## src/rtl/pc_pkg.sv

```systemverilog
// Shared constants for the fetch PC generator: redirect addressing modes,
// FSM state encoding and the target alignment rule.
package pc_pkg;

    localparam logic [1:0] PC_REL  = 2'd0;
    localparam logic [1:0] REG_REL = 2'd1;
    localparam logic [1:0] ABS     = 2'd2;

    typedef enum logic [1:0] {
        BOOT = 2'd0,
        RUN  = 2'd1,
        HALT = 2'd2
    } pc_state_e;

    // Bit 0 must always be clear; bit 1 only matters without compressed instructions.
    function automatic logic target_misaligned(input logic [1:0] low, input int ialign);
        return low[0] | ((ialign == 32) & low[1]);
    endfunction

endpackage

```

## src/rtl/pc_target_calc.sv

```systemverilog
// Combinational redirect target: base+imm with modular wrap, mode masking
// and alignment check.
module pc_target_calc #(
    parameter int XLEN   = 32,
    parameter int IALIGN = 32
) (
    input  logic [1:0]      mode,
    input  logic [XLEN-1:0] base,
    input  logic [XLEN-1:0] imm,
    output logic [XLEN-1:0] target,
    output logic            misaligned
);
    import pc_pkg::*;

    logic [XLEN-1:0] sum;

    assign sum = base + imm;

    always_comb begin
        target = base;
        case (mode)
            PC_REL:  target = sum;
            REG_REL: target = {sum[XLEN-1:1], 1'b0};
            default: target = base;
        endcase
    end

    assign misaligned = target_misaligned(target[1:0], IALIGN);

endmodule

```

## src/rtl/pc_gen_unit.sv

```systemverilog
// Fetch PC generator: valid/ready request port, trap/redirect priority,
// one-entry pending redirect, epoch tagging, misalignment report and WFI halt.
module pc_gen_unit #(
    parameter int              XLEN         = 32,
    parameter logic [XLEN-1:0] RESET_VECTOR = '0,
    parameter int              FETCH_BYTES  = 4,
    parameter int              IALIGN       = 32,
    parameter int              EPOCH_W      = 2
) (
    input  logic               clk,
    input  logic               areset,
    output logic               if_valid,
    input  logic               if_ready,
    output logic [XLEN-1:0]    if_pc,
    output logic [EPOCH_W-1:0] if_epoch,
    output logic [EPOCH_W-1:0] cur_epoch,
    input  logic               redirect_valid,
    input  logic [1:0]         redirect_mode,
    input  logic [XLEN-1:0]    redirect_base,
    input  logic [XLEN-1:0]    redirect_imm,
    input  logic               trap_valid,
    input  logic [XLEN-1:0]    trap_vector,
    input  logic               halt_req,
    output logic               halted,
    output logic               misalign_valid,
    output logic [XLEN-1:0]    misalign_addr,
    output logic [1:0]         fsm_state
);
    import pc_pkg::*;

    // Handshake: a request is offered while if_valid=1 and is consumed on
    // fire = if_valid & if_ready; until then if_pc/if_epoch stay frozen and
    // if_valid does not drop.

    pc_state_e        state_q;
    logic [XLEN-1:0]  redir_target;
    logic             redir_misaligned;
    logic [XLEN-1:0]  trap_target;
    logic [XLEN-1:0]  new_target;
    logic [XLEN-1:0]  win_target;
    logic             redir_ok;
    logic             misalign_evt;
    logic             new_win;
    logic             have_win;
    logic             fire;
    logic             stalled;
    logic             drop_redir;
    logic             accept_new;
    logic [EPOCH_W-1:0] epoch_next;

    logic             pend_valid;
    logic             pend_is_trap;
    logic [XLEN-1:0]  pend_target;

    pc_target_calc #(
        .XLEN   (XLEN),
        .IALIGN (IALIGN)
    ) u_target_calc (
        .mode       (redirect_mode),
        .base       (redirect_base),
        .imm        (redirect_imm),
        .target     (redir_target),
        .misaligned (redir_misaligned)
    );

    assign trap_target  = {trap_vector[XLEN-1:2], 2'b00};
    assign redir_ok     = redirect_valid & ~trap_valid & ~redir_misaligned;
    assign misalign_evt = redirect_valid & ~trap_valid & redir_misaligned;
    assign new_win      = trap_valid | redir_ok;
    assign have_win     = new_win | pend_valid;
    assign new_target   = trap_valid ? trap_target : redir_target;
    assign win_target   = new_win ? new_target : pend_target;

    assign fire    = if_valid & if_ready;
    assign stalled = if_valid & ~if_ready;

    // A pending trap must survive a later redirect arriving during the same stall.
    assign drop_redir = stalled & redir_ok & pend_valid & pend_is_trap;
    assign accept_new = new_win & ~drop_redir;
    assign epoch_next = cur_epoch + EPOCH_W'(accept_new);

    assign if_valid  = (state_q == RUN);
    assign halted    = (state_q == HALT);
    assign fsm_state = state_q;

    always_ff @(posedge clk or posedge areset) begin
        if (areset) begin
            state_q        <= BOOT;
            if_pc          <= RESET_VECTOR;
            if_epoch       <= '0;
            cur_epoch      <= '0;
            pend_valid     <= 1'b0;
            pend_is_trap   <= 1'b0;
            pend_target    <= '0;
            misalign_valid <= 1'b0;
            misalign_addr  <= '0;
        end else begin
            misalign_valid <= misalign_evt;
            if (misalign_evt) begin
                misalign_addr <= redir_target;
            end
            cur_epoch <= epoch_next;

            case (state_q)
                BOOT: begin
                    state_q  <= RUN;
                    if_epoch <= epoch_next;
                    if (have_win) begin
                        if_pc      <= win_target;
                        pend_valid <= 1'b0;
                    end
                end
                RUN: begin
                    if (fire) begin
                        if_epoch   <= epoch_next;
                        pend_valid <= 1'b0;
                        if (have_win) begin
                            if_pc <= win_target;
                        end else begin
                            if_pc <= if_pc + XLEN'(FETCH_BYTES);
                            if (halt_req) begin
                                state_q <= HALT;
                            end
                        end
                    end else if (accept_new) begin
                        pend_valid   <= 1'b1;
                        pend_is_trap <= trap_valid;
                        pend_target  <= new_target;
                    end
                end
                HALT: begin
                    if (have_win) begin
                        state_q    <= RUN;
                        if_pc      <= win_target;
                        if_epoch   <= epoch_next;
                        pend_valid <= 1'b0;
                    end
                end
                default: state_q <= BOOT;
            endcase
        end
    end

endmodule

```

## config.mk

```make
export PLATFORM = sky130hd
export DESIGN_NAME = pc_gen_unit
export DESIGN_NICKNAME = d
export VERILOG_FILES = /design/src/rtl/pc_pkg.sv /design/src/rtl/pc_target_calc.sv /design/src/rtl/pc_gen_unit.sv
export SDC_FILE = /design/constraint.sdc
export NUM_CORES = 1
export LEC_CHECK = 0
export ABC_CLOCK_PERIOD_IN_PS = 3350
export BUFFER_PORTS_ARGS = -buffer_cell sky130_fd_sc_hd__buf_4
export CORE_ASPECT_RATIO = 1.4
export CORE_MARGIN = 4
export CORE_UTILIZATION = 50
export CTS_CLUSTER_DIAMETER = 80
export CTS_CLUSTER_SIZE = 20
export DETAILED_ROUTE_END_ITERATION = 10
export PLACE_DENSITY = 0.87
export SLEW_MARGIN = 20
export SYNTH_ARGS = -nofsm -noshare
export SYNTH_HDL_FRONTEND = slang
export SYNTH_SLANG_ARGS = --single-unit
```

## constraint.sdc

```tcl
create_clock -name clk -period 3.35 [get_ports clk]
set_input_delay 0.67 -clock clk [delete_from_list [all_inputs] [get_ports clk]]
set_output_delay 0.67 -clock clk [all_outputs]
set_load 0.01 [all_outputs]
```

==> run_summary.xml, run 1 <==
<?xml version="1.0" encoding="UTF-8"?>
<metrics>
  <group name="grt">
    <metric name="number_of_global_route_vias_before_repair" unit="">7970</metric>
    <metric name="grt_pass1_wl" unit="um">39020</metric>
    <metric name="grt_max_degree" unit="">57</metric>
    <metric name="globalRouteTotalUtil" unit="">0.2780</metric>
    <metric name="antenna_violations_before_repair" unit="">0</metric>
    <metric name="grt-ovfl-total" unit="">0</metric>
  </group>
  <group name="setup_path">
    <metric name="arrival" unit="ns">3.50</metric>
    <metric name="crit_slowest_cell" unit="">sky130_fd_sc_hd__fa_1</metric>
    <metric name="max_stage_delay" unit="ns">0.40</metric>
    <metric name="reg2reg_from" unit="">if_pc[4]</metric>
    <metric name="critPathLaunchType" unit="">input port</metric>
    <metric name="critical_path_required" unit="ns">3.59</metric>
    <metric name="cp.buffers_inverters" unit="">4</metric>
    <metric name="cp_top_family" unit="">compound AO/OA/AOI/OAI gates</metric>
    <metric name="critical_path.max_fanout" unit="">5</metric>
    <metric name="crit_path_cell_trace" unit="">buf_4 -&gt; ha_1 -&gt; inv_1 -&gt; fa_1 -&gt; and2b_2 -&gt; o2111ai_4 -&gt; a2111oi_4 -&gt; o21bai_2 -&gt; buf_4 -&gt; a31oi_4 -&gt; buf_4 -&gt; o211a_1 -&gt; o221ai_1 -&gt; o21ai_1 -&gt; nand2_1</metric>
    <metric name="critPathMostFrequentCell" unit="">sky130_fd_sc_hd__buf_4</metric>
    <metric name="path_class" unit="">input port to flip-flop</metric>
    <metric name="critPathLaunch" unit="">redirect_base[0]</metric>
    <metric name="worst_setup_path_end_kind" unit="">flip-flop</metric>
  </group>
  <group name="pwr">
    <metric name="total_power" unit="mW">5.140</metric>
    <metric name="power.static_leakage" unit="nW">4.668</metric>
    <metric name="pwr_density_cell" unit="mW/mm^2">518.9</metric>
    <metric name="peakVddDrop" unit="V">0.0004460</metric>
  </group>
  <group name="cts">
    <metric name="clock_latency" unit="ns">0.35</metric>
    <metric name="clock_tree.htree_level_count" unit="">3</metric>
    <metric name="cts_inserted_buffers" unit="">9</metric>
    <metric name="cts_hold_repair.buffers" unit="">0</metric>
    <metric name="cts.sinks" unit="">105</metric>
    <metric name="cts_tree" unit="">done</metric>
    <metric name="clk_pin_slew_worst_paths" unit="ns">0.07</metric>
    <metric name="clockRootBuffer" unit="">sky130_fd_sc_hd__clkbuf_16</metric>
    <metric name="clk_path_buf_depth" unit="">2</metric>
  </group>
  <group name="synth">
    <metric name="synthesis.area_per_instance" unit="um^2">8.184</metric>
    <metric name="yosys.area.top_type" unit="">sky130_fd_sc_hd__dfrtp_1</metric>
    <metric name="synthDistinctLibCells" unit="">82</metric>
    <metric name="synth.cell_area" unit="mm^2">0.007562</metric>
    <metric name="number_of_flops_mapped_to_enable_cells_by_yosys" unit="">0</metric>
    <metric name="synth-async-reset-ratio" unit="">1.000</metric>
    <metric name="synth_sequential_area_ratio" unit="">0.3475</metric>
    <metric name="synth_top_area_share" unit="">0.3475</metric>
    <metric name="synthTopCellsByArea" unit="">sky130_fd_sc_hd__dfrtp_1 35%, sky130_fd_sc_hd__nand2_1 8.3%, sky130_fd_sc_hd__ha_1 5.5%</metric>
    <metric name="yosys_warnings" unit="">0</metric>
    <metric name="synth-seq-cells" unit="">105</metric>
    <metric name="synthCells" unit="">924</metric>
    <metric name="syn-num-nets" unit="">1062</metric>
    <metric name="ys_dominant_reg_cell" unit="">sky130_fd_sc_hd__dfrtp_1</metric>
  </group>
  <group name="placement">
    <metric name="placedInstanceArea" unit="mm^2">0.009525</metric>
    <metric name="placement.setup.worst_slack" unit="ns">-0.3052</metric>
    <metric name="port_bufs" unit="">174</metric>
    <metric name="place.gp.congestion" unit="">0.9389</metric>
    <metric name="detailed_place_hpwl" unit="um">19360</metric>
  </group>
  <group name="sta">
    <metric name="final_clock_period_utilization_by_the_worst_path" unit="">0.9737</metric>
    <metric name="report.final.hold_viol_count" unit="">0</metric>
    <metric name="final-setup-viol-count" unit="">0</metric>
    <metric name="tightest_slew" unit="ns">0.6080</metric>
    <metric name="timing.clock.skew" unit="ns">0.009465</metric>
    <metric name="timing.final.crit_period" unit="ns">3.262</metric>
    <metric name="slew_headroom" unit="">0.5904</metric>
    <metric name="final-max-slew-violation-count" unit="">0</metric>
    <metric name="timing.setup.tns" unit="ns">0</metric>
    <metric name="finalHoldWorstSlack" unit="ns">0.3439</metric>
    <metric name="rsz0062_at_grt" unit="">true</metric>
    <metric name="fmax" unit="GHz">0.3066</metric>
    <metric name="setup_slack" unit="ns">0.08822</metric>
  </group>
  <group name="finish">
    <metric name="layout.filler_cells" unit="">1184</metric>
    <metric name="regArea" unit="mm^2">0.002628</metric>
    <metric name="fin_nets" unit="">1277</metric>
    <metric name="postLayoutCellArea" unit="mm^2">0.009905</metric>
    <metric name="drive_above_1_share" unit="">0.2780</metric>
    <metric name="layout-area-overhead-vs-synth" unit="%">30.97</metric>
    <metric name="multi_input_gate_area_in_the_final_layout" unit="mm^2">0.004713</metric>
    <metric name="antenna-diode-count" unit="">0</metric>
  </group>
  <group name="min_path">
    <metric name="hold_class" unit="">input port to asynchronous set/reset pin</metric>
  </group>
  <group name="die">
    <metric name="initial_util" unit="">0.5166</metric>
    <metric name="rows" unit="">52</metric>
    <metric name="floorplan.die_area" unit="mm^2">0.01718</metric>
    <metric name="dieWidth" unit="um">111.9</metric>
    <metric name="die_height" unit="um">153.5</metric>
    <metric name="ioPinCount" unit="">177</metric>
    <metric name="fp.coreArea" unit="mm^2">0.01464</metric>
  </group>
  <group name="route">
    <metric name="route.final.wire_length" unit="um">24550</metric>
    <metric name="post_drt_via_cell_ratio" unit="">6.079</metric>
    <metric name="routedWlPerCell" unit="um">18.42</metric>
    <metric name="dr.pass1.iters" unit="">5</metric>
    <metric name="routed-via-count" unit="">8103</metric>
    <metric name="detail-route-antenna-nets" unit="">0</metric>
    <metric name="drt_first_iter_violations" unit="">606</metric>
    <metric name="drc" unit="">0</metric>
  </group>
  <group name="run">
    <metric name="max_capacitance_violation_total" unit="">0</metric>
  </group>
  <group name="outcome">
    <metric name="run_status" unit="">finished clean</metric>
  </group>
</metrics>
==> synthesized netlist by cell type, types with 4 or more instances <==
| cell type | n |
|---|---|
| sky130_fd_sc_hd__mux2i_1 | 17 |
| sky130_fd_sc_hd__inv_1 | 17 |
| sky130_fd_sc_hd__nand3_1 | 23 |
| sky130_fd_sc_hd__nand4_1 | 9 |
| sky130_fd_sc_hd__o21ai_1 | 8 |
| sky130_fd_sc_hd__a41oi_1 | 4 |
| sky130_fd_sc_hd__a21oi_1 | 73 |
| sky130_fd_sc_hd__nand2b_1 | 11 |
| sky130_fd_sc_hd__xnor2_1 | 13 |
| sky130_fd_sc_hd__o21ai_0 | 74 |
| sky130_fd_sc_hd__and3_1 | 10 |
| sky130_fd_sc_hd__nor2_1 | 82 |
| sky130_fd_sc_hd__nor3_1 | 13 |
| sky130_fd_sc_hd__a221oi_1 | 11 |
| sky130_fd_sc_hd__o221ai_1 | 4 |
| sky130_fd_sc_hd__a211oi_1 | 7 |
| sky130_fd_sc_hd__dfrtp_1 | 105 |
| sky130_fd_sc_hd__nor2b_1 | 6 |
| sky130_fd_sc_hd__mux2_2 | 13 |
| sky130_fd_sc_hd__o211ai_1 | 7 |
| sky130_fd_sc_hd__nor3b_1 | 6 |
| sky130_fd_sc_hd__o22ai_1 | 11 |
| sky130_fd_sc_hd__buf_2 | 9 |
| sky130_fd_sc_hd__ha_1 | 33 |
| sky130_fd_sc_hd__o21a_1 | 11 |
| sky130_fd_sc_hd__xor2_1 | 15 |
| sky130_fd_sc_hd__a21o_1 | 18 |
| sky130_fd_sc_hd__or3_1 | 4 |
| sky130_fd_sc_hd__a31o_2 | 4 |
| sky130_fd_sc_hd__a31oi_1 | 16 |
| sky130_fd_sc_hd__and2_1 | 9 |
| sky130_fd_sc_hd__nand2_1 | 167 |
| sky130_fd_sc_hd__clkbuf_1 | 36 |
| sky130_fd_sc_hd__o21bai_1 | 4 |
==> worst reg2reg max path, delay by kind of cell (launching register included) <==
kind,cells,cell delay (ns)
XOR/XNOR,1,0.16
AO/OA/AOI/OAI,3,0.60
AND/OR/NAND/NOR,5,1.42
flip-flops,1,0.45
==> final cells by class <==
cell class                 instances  share of cell area
tap                              189             0.02388
clock buffer                      14             0.02767
timing repair buffer             256              0.1966
inverter                          18            0.007201
multi-input combinational        749              0.4759
clock inverter                     2            0.003537
sequential                       105              0.2653
==> final timing paths <==
kind	end	slack (ns)	cells past startpoint
max	if_pc[30]	0.09	15
min	if_pc[1]	0.34	2
max reg2reg	if_pc[31]	0.67	9
min reg2reg	if_pc[0]	0.47	2
max in group asynchronous	misalign_addr[21]	2.28	3
min in group clk	if_pc[0]	0.47	2
==> layout by cell type, fill, tap and decap left out, types with 6 or more instances in the layout <==
cell                        count
sky130_fd_sc_hd__nand2_1      167
sky130_fd_sc_hd__a31oi_1       16
sky130_fd_sc_hd__o21ai_1        7
sky130_fd_sc_hd__and3_1        10
sky130_fd_sc_hd__a21oi_1       73
sky130_fd_sc_hd__xnor2_1       13
sky130_fd_sc_hd__inv_1         16
sky130_fd_sc_hd__o21a_1        11
sky130_fd_sc_hd__a221oi_1      11
sky130_fd_sc_hd__mux2i_1       17
sky130_fd_sc_hd__a21o_1        18
sky130_fd_sc_hd__ha_1          33
sky130_fd_sc_hd__nor2b_1        6
sky130_fd_sc_hd__o22ai_1       11
sky130_fd_sc_hd__nor3_1        13
sky130_fd_sc_hd__clkbuf_16      9
sky130_fd_sc_hd__o211ai_1       7
sky130_fd_sc_hd__o21ai_0       73
sky130_fd_sc_hd__xor2_1        15
sky130_fd_sc_hd__a211oi_1       7
sky130_fd_sc_hd__and2_1         9
sky130_fd_sc_hd__mux2_2        13
sky130_fd_sc_hd__nor2_1        82
sky130_fd_sc_hd__dfrtp_1      105
sky130_fd_sc_hd__nand4_1        9
sky130_fd_sc_hd__nand3_1       23
sky130_fd_sc_hd__buf_4        254
sky130_fd_sc_hd__nand2b_1      11
==> flip-flops by register name (all words and copies together), names as in the netlist, 2 cells and up <==
name,flops
fsm_state,2
pend_target,32
if_pc,32
cur_epoch,2
misalign_addr,32
if_epoch,2
==> power breakdown <==
| group | switching (mW) | internal, mW | total [mW] | leakage (nW) |
|---|---|---|---|---|
| logic | 1.10 | 0.999 | 2.10 | 3.25 |
| registers | 0.328 | 1.62 | 1.94 | 1.27 |
| clock network | 0.457 | 0.641 | 1.10 | 0.153 |
| total | 1.88 | 3.26 | 5.14 | 4.67 |
==> per-layer routing <==
metal	track usage	routed length (um)
met2	0.4743	12160
met4	0.1564	1451
met5	0	0
met1	0.3356	9115
met3	0.03893	1825
==> logic make-up (layout without fill, tap and decap cells) <==
kind of cell               Yosys count  after routing  synth area share
DFF                                105            105            0.3475
xor gates and xnor gates            28             28           0.03243
adders and majority gates           34             34           0.05725
muxes                               30             30           0.04186
buffers and inverters               70            290           0.03888
AOI/OAI and AO/OA                  303            303            0.2699
and+or+nand+nor                    354            354            0.2123
==> through the flow <==
stage,cells,util
finish,1333,0.6766
global route,1333,0.6766
CTS,1331,0.6718
detailed placement,1315,0.6507
global placement,1315,0.6507
floorplan,924,-
==> repair_timing <==
action,4_1_cts,5_1_grt
setup buffers,0,2
setup endpoints to repair,0,14
resized for setup,0,12
(Power assumes the default switching activity.)
==> inputs of run 2 (changes only) <==
CORE_ASPECT_RATIO = default   (was 1.4)
GPL_TIMING_DRIVEN = 1   (was default)
==> run 2 against run 1 <==
  * Global-route usage increased by 0.47 points
  * Sequential share of layout area is essentially flat
  * Total power grew 0.17%
  * Clock skew fell by 0.0026 ns
  * Sequential power about the same
  * Non-clock buffer count unchanged
  * Critical endpoint is now if_pc[26]
==> run_summary.xml, run 2 (synthesis results as in run 1) <==
<?xml version="1.0" encoding="UTF-8"?>
<metrics>
  <group name="outcome">
    <metric name="run_status" unit="">finished clean</metric>
  </group>
  <group name="pwr">
    <metric name="pwr_density_cell" unit="mW/mm^2">518.9</metric>
    <metric name="power.static_leakage" unit="nW">4.674</metric>
    <metric name="seq_power_share" unit="">0.379</metric>
    <metric name="internal" unit="mW">3.219</metric>
    <metric name="switching_share" unit="">0.3747</metric>
    <metric name="peakVddDrop" unit="V">0.0002832</metric>
    <metric name="p_sw" unit="mW">1.929</metric>
    <metric name="total_power" unit="mW">5.148</metric>
    <metric name="power.combinational.fraction" unit="">0.411</metric>
    <metric name="p_clk_frac" unit="">0.211</metric>
  </group>
  <group name="setup_path">
    <metric name="critPathLaunchType" unit="">input port</metric>
    <metric name="max_stage_delay" unit="ns">0.48</metric>
    <metric name="critical_path_required" unit="ns">3.62</metric>
    <metric name="critical_path.max_fanout" unit="">5</metric>
    <metric name="crit_path_cell_trace" unit="">buf_4 -&gt; ha_2 -&gt; inv_1 -&gt; fa_2 -&gt; and2b_2 -&gt; o2111ai_4 -&gt; a2111oi_4 -&gt; o21bai_1 -&gt; buf_4 -&gt; a31oi_4 -&gt; o21ai_2 -&gt; a2111oi_4 -&gt; a2111oi_2 -&gt; nor3_1</metric>
    <metric name="path_class" unit="">input port to flip-flop</metric>
    <metric name="arrival" unit="ns">3.54</metric>
    <metric name="worst_setup_path_end_kind" unit="">flip-flop</metric>
    <metric name="crit_slowest_cell" unit="">sky130_fd_sc_hd__a2111oi_4</metric>
  </group>
  <group name="cts">
    <metric name="clock_tree.htree_level_count" unit="">3</metric>
    <metric name="clockRootBuffer" unit="">sky130_fd_sc_hd__clkbuf_16</metric>
    <metric name="cts_hold_repair.buffers" unit="">0</metric>
    <metric name="cts.sinks" unit="">105</metric>
    <metric name="clock_latency" unit="ns">0.35</metric>
    <metric name="clk_path_buf_depth" unit="">2</metric>
    <metric name="cts_tree" unit="">done</metric>
    <metric name="cts_inserted_buffers" unit="">9</metric>
    <metric name="clk_pin_slew_worst_paths" unit="ns">0.07</metric>
  </group>
  <group name="finish">
    <metric name="final_cells" unit="">1327</metric>
    <metric name="commonest_cells_after_routing_fill_and_taps_aside" unit="">253 x sky130_fd_sc_hd__buf_4, 167 x sky130_fd_sc_hd__nand2_1, 105 x sky130_fd_sc_hd__dfrtp_1</metric>
    <metric name="fin_nets" unit="">1277</metric>
    <metric name="layout-area-overhead-vs-synth" unit="%">31.20</metric>
    <metric name="postLayoutCoreUtil" unit="">0.6750</metric>
    <metric name="drive_above_1_share" unit="">0.2817</metric>
    <metric name="final_common_cell" unit="">sky130_fd_sc_hd__buf_4</metric>
    <metric name="layout_top_registers" unit="">if_pc: 32 flops, misalign_addr: 32 flops, pend_target: 32 flops</metric>
    <metric name="layout.filler_cells" unit="">1150</metric>
    <metric name="antenna-diode-count" unit="">0</metric>
  </group>
  <group name="sta">
    <metric name="tightest_slew" unit="ns">0.6537</metric>
    <metric name="timing.setup.tns" unit="ns">0</metric>
    <metric name="timing.final.crit_period" unit="ns">3.274</metric>
    <metric name="final-setup-viol-count" unit="">0</metric>
    <metric name="timing.clock.skew" unit="ns">0.006868</metric>
    <metric name="final-max-slew-violation-count" unit="">0</metric>
    <metric name="final_clock_period_utilization_by_the_worst_path" unit="">0.9772</metric>
    <metric name="report.final.hold_viol_count" unit="">0</metric>
    <metric name="slew_headroom" unit="">0.5596</metric>
    <metric name="fmax" unit="GHz">0.3055</metric>
  </group>
  <group name="grt">
    <metric name="globalRouteTotalUtil" unit="">0.2827</metric>
    <metric name="grt-ovfl-total" unit="">0</metric>
    <metric name="number_of_global_route_vias_before_repair" unit="">7749</metric>
    <metric name="antenna_violations_before_repair" unit="">0</metric>
    <metric name="grt_max_degree" unit="">48</metric>
    <metric name="grt_pass1_wl" unit="um">38550</metric>
  </group>
  <group name="die">
    <metric name="initial_util" unit="">0.5145</metric>
    <metric name="ioPinCount" unit="">177</metric>
    <metric name="fp.coreArea" unit="mm^2">0.01470</metric>
    <metric name="floorplan.die_area" unit="mm^2">0.01716</metric>
    <metric name="die_height" unit="um">131.0</metric>
    <metric name="rows" unit="">44</metric>
    <metric name="dieWidth" unit="um">131.0</metric>
  </group>
  <group name="route">
    <metric name="post_drt_via_cell_ratio" unit="">6.145</metric>
    <metric name="dr.pass1.iters" unit="">8</metric>
    <metric name="routed-via-count" unit="">8154</metric>
    <metric name="drt_first_iter_violations" unit="">812</metric>
    <metric name="drc" unit="">0</metric>
    <metric name="route.final.wire_length" unit="um">24610</metric>
    <metric name="detail-route-antenna-nets" unit="">0</metric>
    <metric name="routedWlPerCell" unit="um">18.55</metric>
  </group>
  <group name="run">
    <metric name="max_capacitance_violation_total" unit="">0</metric>
  </group>
  <group name="placement">
    <metric name="place.gp.congestion" unit="">0.9365</metric>
    <metric name="detailed_place_hpwl" unit="um">19010</metric>
    <metric name="port_bufs" unit="">174</metric>
    <metric name="dp_cells" unit="">1308</metric>
  </group>
  <group name="min_path">
    <metric name="hold_class" unit="">input port to asynchronous set/reset pin</metric>
  </group>
</metrics>
-- run 2: worst max-delay path, delay by kind of cell --
| family | cells | cell delay, ns |
|---|---|---|
| AO/OA/AOI/OAI | 7 | 1.61 |
| adder cells (fa/ha/maj) | 2 | 0.53 |
| AND/OR/NAND/NOR | 2 | 0.41 |
| buffers and inverters | 3 | 0.31 |
-- run 2: worst paths after layout --
| path | cells past startpoint | startpoint | endpoint | slack, ns |
|---|---|---|---|---|
| setup reg to reg | 9 | if_pc[4] | if_pc[31] | 0.48 |
| hold / removal | 2 | areset | if_pc[2] | 0.33 |
| min in group clk | 2 | if_pc[0] | if_pc[0] | 0.47 |
| hold reg to reg | 2 | if_pc[0] | if_pc[0] | 0.47 |
| max in group asynchronous | 3 | areset | misalign_addr[15] | 2.42 |
| setup / recovery | 14 | redirect_base[0] | if_pc[26] | 0.08 |
-- run 2: layout make-up --
class	count	area [um^2]	area share
Multi-Input combinational cell	749	4738	0.4776
Clock inverter	5	56.30	0.005675
Clock buffer	10	239.0	0.02409
Inverter	18	71.32	0.007188
Tap cell	184	230.2	0.02320
Sequential cell	105	2628	0.2648
Timing Repair Buffer	256	1959	0.1975
-- run 2: what timing repair did --
| action | 4_1_cts | 5_1_grt |
|---|---|---|
| pin swaps | 1 | 6 |
| setup buffers | 0 | 3 |
| endpoints found under the setup margin | 2 | 18 |
| gates resized for setup | 1 | 15 |
| cloned | 0 | 0 |
-- run 2: metrics by stage --
stage,instance area [um^2],hold slack [ns],worst slack [ns]
floorplan,7566,0.4447,0.1583
global placement,9504,0.4575,-0.2489
finish,9922,0.3264,0.07647
global route,9922,0.3504,-0.05306
detailed placement,9504,0.4604,-0.3747
CTS,9808,0.4752,0.01186
-- run 2: power groups by stage --
stage / clock network [mW] / registers (mW) / logic [mW]
after floorplan: 0 / 1.99 / 1.04
after global placement: 0 / 1.93 / 2.00
after detailed placement: 0 / 1.95 / 2.07
after CTS: 1.09 / 1.94 / 2.08
after global routing: 1.13 / 2.00 / 2.31
final: 1.08 / 1.95 / 2.11
-- run 2: layer usage --
metal	share of wire	vias to the layer above	wire, um	track usage
li1	-	3792	-	-
met2	0.47	499	11520	0.4504
met3	0.093	66	2288	0.04228
met4	0.034	0	828	0.1162
met1	0.41	3797	9975	0.3861
met5	0	-	0	0
==> inputs of run 3 (changes only) <==
--- a/config.mk
+++ b/config.mk
@@ -15,4 +15,5 @@
 export GPL_TIMING_DRIVEN = 1
 export PLACE_DENSITY = 0.87
+export SETUP_SLACK_MARGIN = 0.1
 export SLEW_MARGIN = 20
 export SYNTH_ARGS = -nofsm -noshare
==> constraint.sdc (replaced) <==
create_clock -name clk -period 3.35 [get_ports clk]
set_input_delay 0.67 -clock clk [delete_from_list [all_inputs] [get_ports clk]]
set_output_delay 0.67 -clock clk [all_outputs]
set_load 0.1 [all_outputs]
==> run 3 against run 2 <==
  * First-iteration DRC count rose by 25%
  * Design area increased by 0.57%
  * Core utilization increased by 0.38 points
  * Clock skew grew 0.0039 ns
  * Critical path depth grew 2
  * Clock power is 10% higher
  * Wire length increased by 1.2%
  * Total power grew 37%
  * Highest routed layer unchanged
==> run_summary.xml, run 3 (synthesis results as in run 1) <==
<?xml version="1.0" encoding="UTF-8"?>
<metrics>
  <group name="finish">
    <metric name="drive_above_1_share" unit="">0.2832</metric>
    <metric name="layout-area-overhead-vs-synth" unit="%">31.95</metric>
    <metric name="layout_top_registers" unit="">if_pc: 32 flops, misalign_addr: 32 flops, pend_target: 32 flops</metric>
    <metric name="antenna-diode-count" unit="">0</metric>
    <metric name="fin_nets" unit="">1277</metric>
    <metric name="layout.filler_cells" unit="">1099</metric>
    <metric name="final_common_cell" unit="">sky130_fd_sc_hd__buf_4</metric>
    <metric name="final_cells" unit="">1328</metric>
    <metric name="postLayoutCellArea" unit="mm^2">0.009978</metric>
    <metric name="commonest_cells_after_routing_fill_and_taps_aside" unit="">251 x sky130_fd_sc_hd__buf_4, 167 x sky130_fd_sc_hd__nand2_1, 105 x sky130_fd_sc_hd__dfrtp_1</metric>
  </group>
  <group name="die">
    <metric name="ioPinCount" unit="">177</metric>
    <metric name="dieWidth" unit="um">131.0</metric>
    <metric name="fp.coreArea" unit="mm^2">0.01470</metric>
    <metric name="die_height" unit="um">131.0</metric>
    <metric name="initial_util" unit="">0.5145</metric>
    <metric name="rows" unit="">44</metric>
    <metric name="floorplan.die_area" unit="mm^2">0.01716</metric>
  </group>
  <group name="route">
    <metric name="drt_first_iter_violations" unit="">1018</metric>
    <metric name="drc" unit="">0</metric>
    <metric name="route.final.wire_length" unit="um">24910</metric>
    <metric name="dr.pass1.iters" unit="">7</metric>
    <metric name="post_drt_via_cell_ratio" unit="">6.184</metric>
    <metric name="routed-via-count" unit="">8212</metric>
    <metric name="routedWlPerCell" unit="um">18.76</metric>
    <metric name="detail-route-antenna-nets" unit="">0</metric>
  </group>
  <group name="outcome">
    <metric name="run_status" unit="">finished clean</metric>
  </group>
  <group name="sta">
    <metric name="final-setup-viol-count" unit="">0</metric>
    <metric name="slew_headroom" unit="">0.5612</metric>
    <metric name="timing.clock.skew" unit="ns">0.01073</metric>
    <metric name="finalHoldWorstSlack" unit="ns">0.4306</metric>
    <metric name="report.final.hold_viol_count" unit="">0</metric>
    <metric name="final_clock_period_utilization_by_the_worst_path" unit="">0.9514</metric>
    <metric name="fmax" unit="GHz">0.3137</metric>
    <metric name="rsz0062_at_grt" unit="">true</metric>
    <metric name="tightest_slew" unit="ns">0.6513</metric>
    <metric name="timing.final.crit_period" unit="ns">3.187</metric>
    <metric name="final-max-slew-violation-count" unit="">0</metric>
  </group>
  <group name="placement">
    <metric name="dp_cells" unit="">1309</metric>
    <metric name="placedInstanceArea" unit="mm^2">0.009519</metric>
    <metric name="detailed_place_hpwl" unit="um">18860</metric>
    <metric name="place.gp.congestion" unit="">0.9485</metric>
    <metric name="port_bufs" unit="">174</metric>
  </group>
  <group name="pwr">
    <metric name="power.static_leakage" unit="nW">4.697</metric>
    <metric name="peakVddDrop" unit="V">0.0003730</metric>
    <metric name="pwr_density_cell" unit="mW/mm^2">705.0</metric>
  </group>
  <group name="setup_path">
    <metric name="crit_path_cell_trace" unit="">buf_6 -&gt; ha_4 -&gt; inv_4 -&gt; fa_2 -&gt; and2b_2 -&gt; o2111ai_4 -&gt; a2111oi_4 -&gt; o21bai_1 -&gt; buf_4 -&gt; a31oi_4 -&gt; buf_6 -&gt; o21a_1 -&gt; a2111oi_4 -&gt; buf_4 -&gt; a2111oi_4 -&gt; nor3_1</metric>
    <metric name="max_stage_delay" unit="ns">0.40</metric>
    <metric name="critical_path_required" unit="ns">3.57</metric>
    <metric name="critPathMostFrequentCell" unit="">sky130_fd_sc_hd__a2111oi_4</metric>
    <metric name="arrival" unit="ns">3.41</metric>
    <metric name="cp_top_family" unit="">compound AO/OA/AOI/OAI gates</metric>
    <metric name="critical_path.max_fanout" unit="">4</metric>
    <metric name="critPathLaunchType" unit="">input port</metric>
    <metric name="cp.buffers_inverters" unit="">5</metric>
    <metric name="path_class" unit="">input port to flip-flop</metric>
    <metric name="crit_slowest_cell" unit="">sky130_fd_sc_hd__a2111oi_4</metric>
    <metric name="worst_setup_path_end_kind" unit="">flip-flop</metric>
  </group>
  <group name="grt">
    <metric name="grt-ovfl-total" unit="">0</metric>
    <metric name="globalRouteTotalUtil" unit="">0.2873</metric>
    <metric name="grt_pass1_wl" unit="um">39250</metric>
    <metric name="grt_max_degree" unit="">106</metric>
    <metric name="number_of_global_route_vias_before_repair" unit="">7714</metric>
    <metric name="antenna_violations_before_repair" unit="">0</metric>
  </group>
  <group name="cts">
    <metric name="cts.sinks" unit="">105</metric>
    <metric name="cts_tree" unit="">done</metric>
    <metric name="clock_tree.htree_level_count" unit="">3</metric>
    <metric name="clock_latency" unit="ns">0.35</metric>
    <metric name="cts_inserted_buffers" unit="">9</metric>
    <metric name="clockRootBuffer" unit="">sky130_fd_sc_hd__clkbuf_16</metric>
    <metric name="clk_pin_slew_worst_paths" unit="ns">0.07</metric>
    <metric name="clk_path_buf_depth" unit="">2</metric>
  </group>
  <group name="min_path">
    <metric name="hold_class" unit="">input port to asynchronous set/reset pin</metric>
  </group>
  <group name="run">
    <metric name="max_capacitance_violation_total" unit="">0</metric>
  </group>
</metrics>
## run 3: metal layers
layer  track usage  share of wire  vias up
li1              -              -     3794
met1        0.3972           0.41     3839
met2        0.4510           0.46      492
met3       0.03171          0.084       87
met4        0.1379          0.040        0
met5             0              0        -
## run 3: what timing repair did
action	4_1_cts	5_1_grt
endpoints found under the setup margin	5	21
hold endpoints to repair	0	0
gates resized for setup	1	21
pin swaps	1	11
setup buffers	0	3
gates cloned	0	0
hold buffers	0	0
## run 3: layout make-up
class	count	area, um^2	area share
inverter	18	73.82	0.007398
multi-input combinational	749	4757	0.4767
clock buffer	12	256.5	0.02571
tap	184	230.2	0.02307
clock inverter	4	75.07	0.007524
sequential	105	2628	0.2633
timing repair buffer	256	1958	0.1962
## run 3: per-stage QoR
stage | setup TNS [ns] | total power [mW] | utilization | setup WS (ns)
detailed placement | -3.214 | 5.785 | 0.6476 | -0.3132
finish | 0 | 7.034 | 0.6788 | 0.1627
global placement | -2.267 | 5.706 | 0.6476 | -0.2533
floorplan | 0 | 4.737 | - | 0.1583
global route | -0.005325 | 7.318 | 0.6788 | -0.005325
CTS | 0 | 6.971 | 0.6702 | 0.07881
## run 3: worst register-to-register path: stages, from the launching register on
cell and delay (ns):
sky130_fd_sc_hd__dfrtp_1 0.45, sky130_fd_sc_hd__and4_1 0.30, sky130_fd_sc_hd__and4_1 0.28, sky130_fd_sc_hd__nand4_1 0.29, sky130_fd_sc_hd__nor3_1 0.36, sky130_fd_sc_hd__nand3_1 0.15, sky130_fd_sc_hd__xnor2_1 0.16, sky130_fd_sc_hd__o22ai_1 0.11
sky130_fd_sc_hd__a2111oi_1 0.47, sky130_fd_sc_hd__a21o_1 0.13
## run 3: where the power goes
| group | internal (mW) | switching, mW |
|---|---|---|
| Sequential | 1.62 | 0.332 |
| Combinational | 1.03 | 2.87 |
| Clock | 0.697 | 0.492 |
## run 3: worst paths after layout
path	end	slack, ns	cells after the start	start
max in group asynchronous	if_pc[27]	2.43	3	areset
setup reg to reg	if_pc[31]	0.59	9	if_pc[4]
min in group clk	if_pc[1]	0.47	2	if_pc[1]
setup / recovery	if_pc[26]	0.16	16	redirect_imm[0]
hold reg to reg	if_pc[1]	0.47	2	if_pc[1]
hold / removal	if_pc[4]	0.43	3	areset
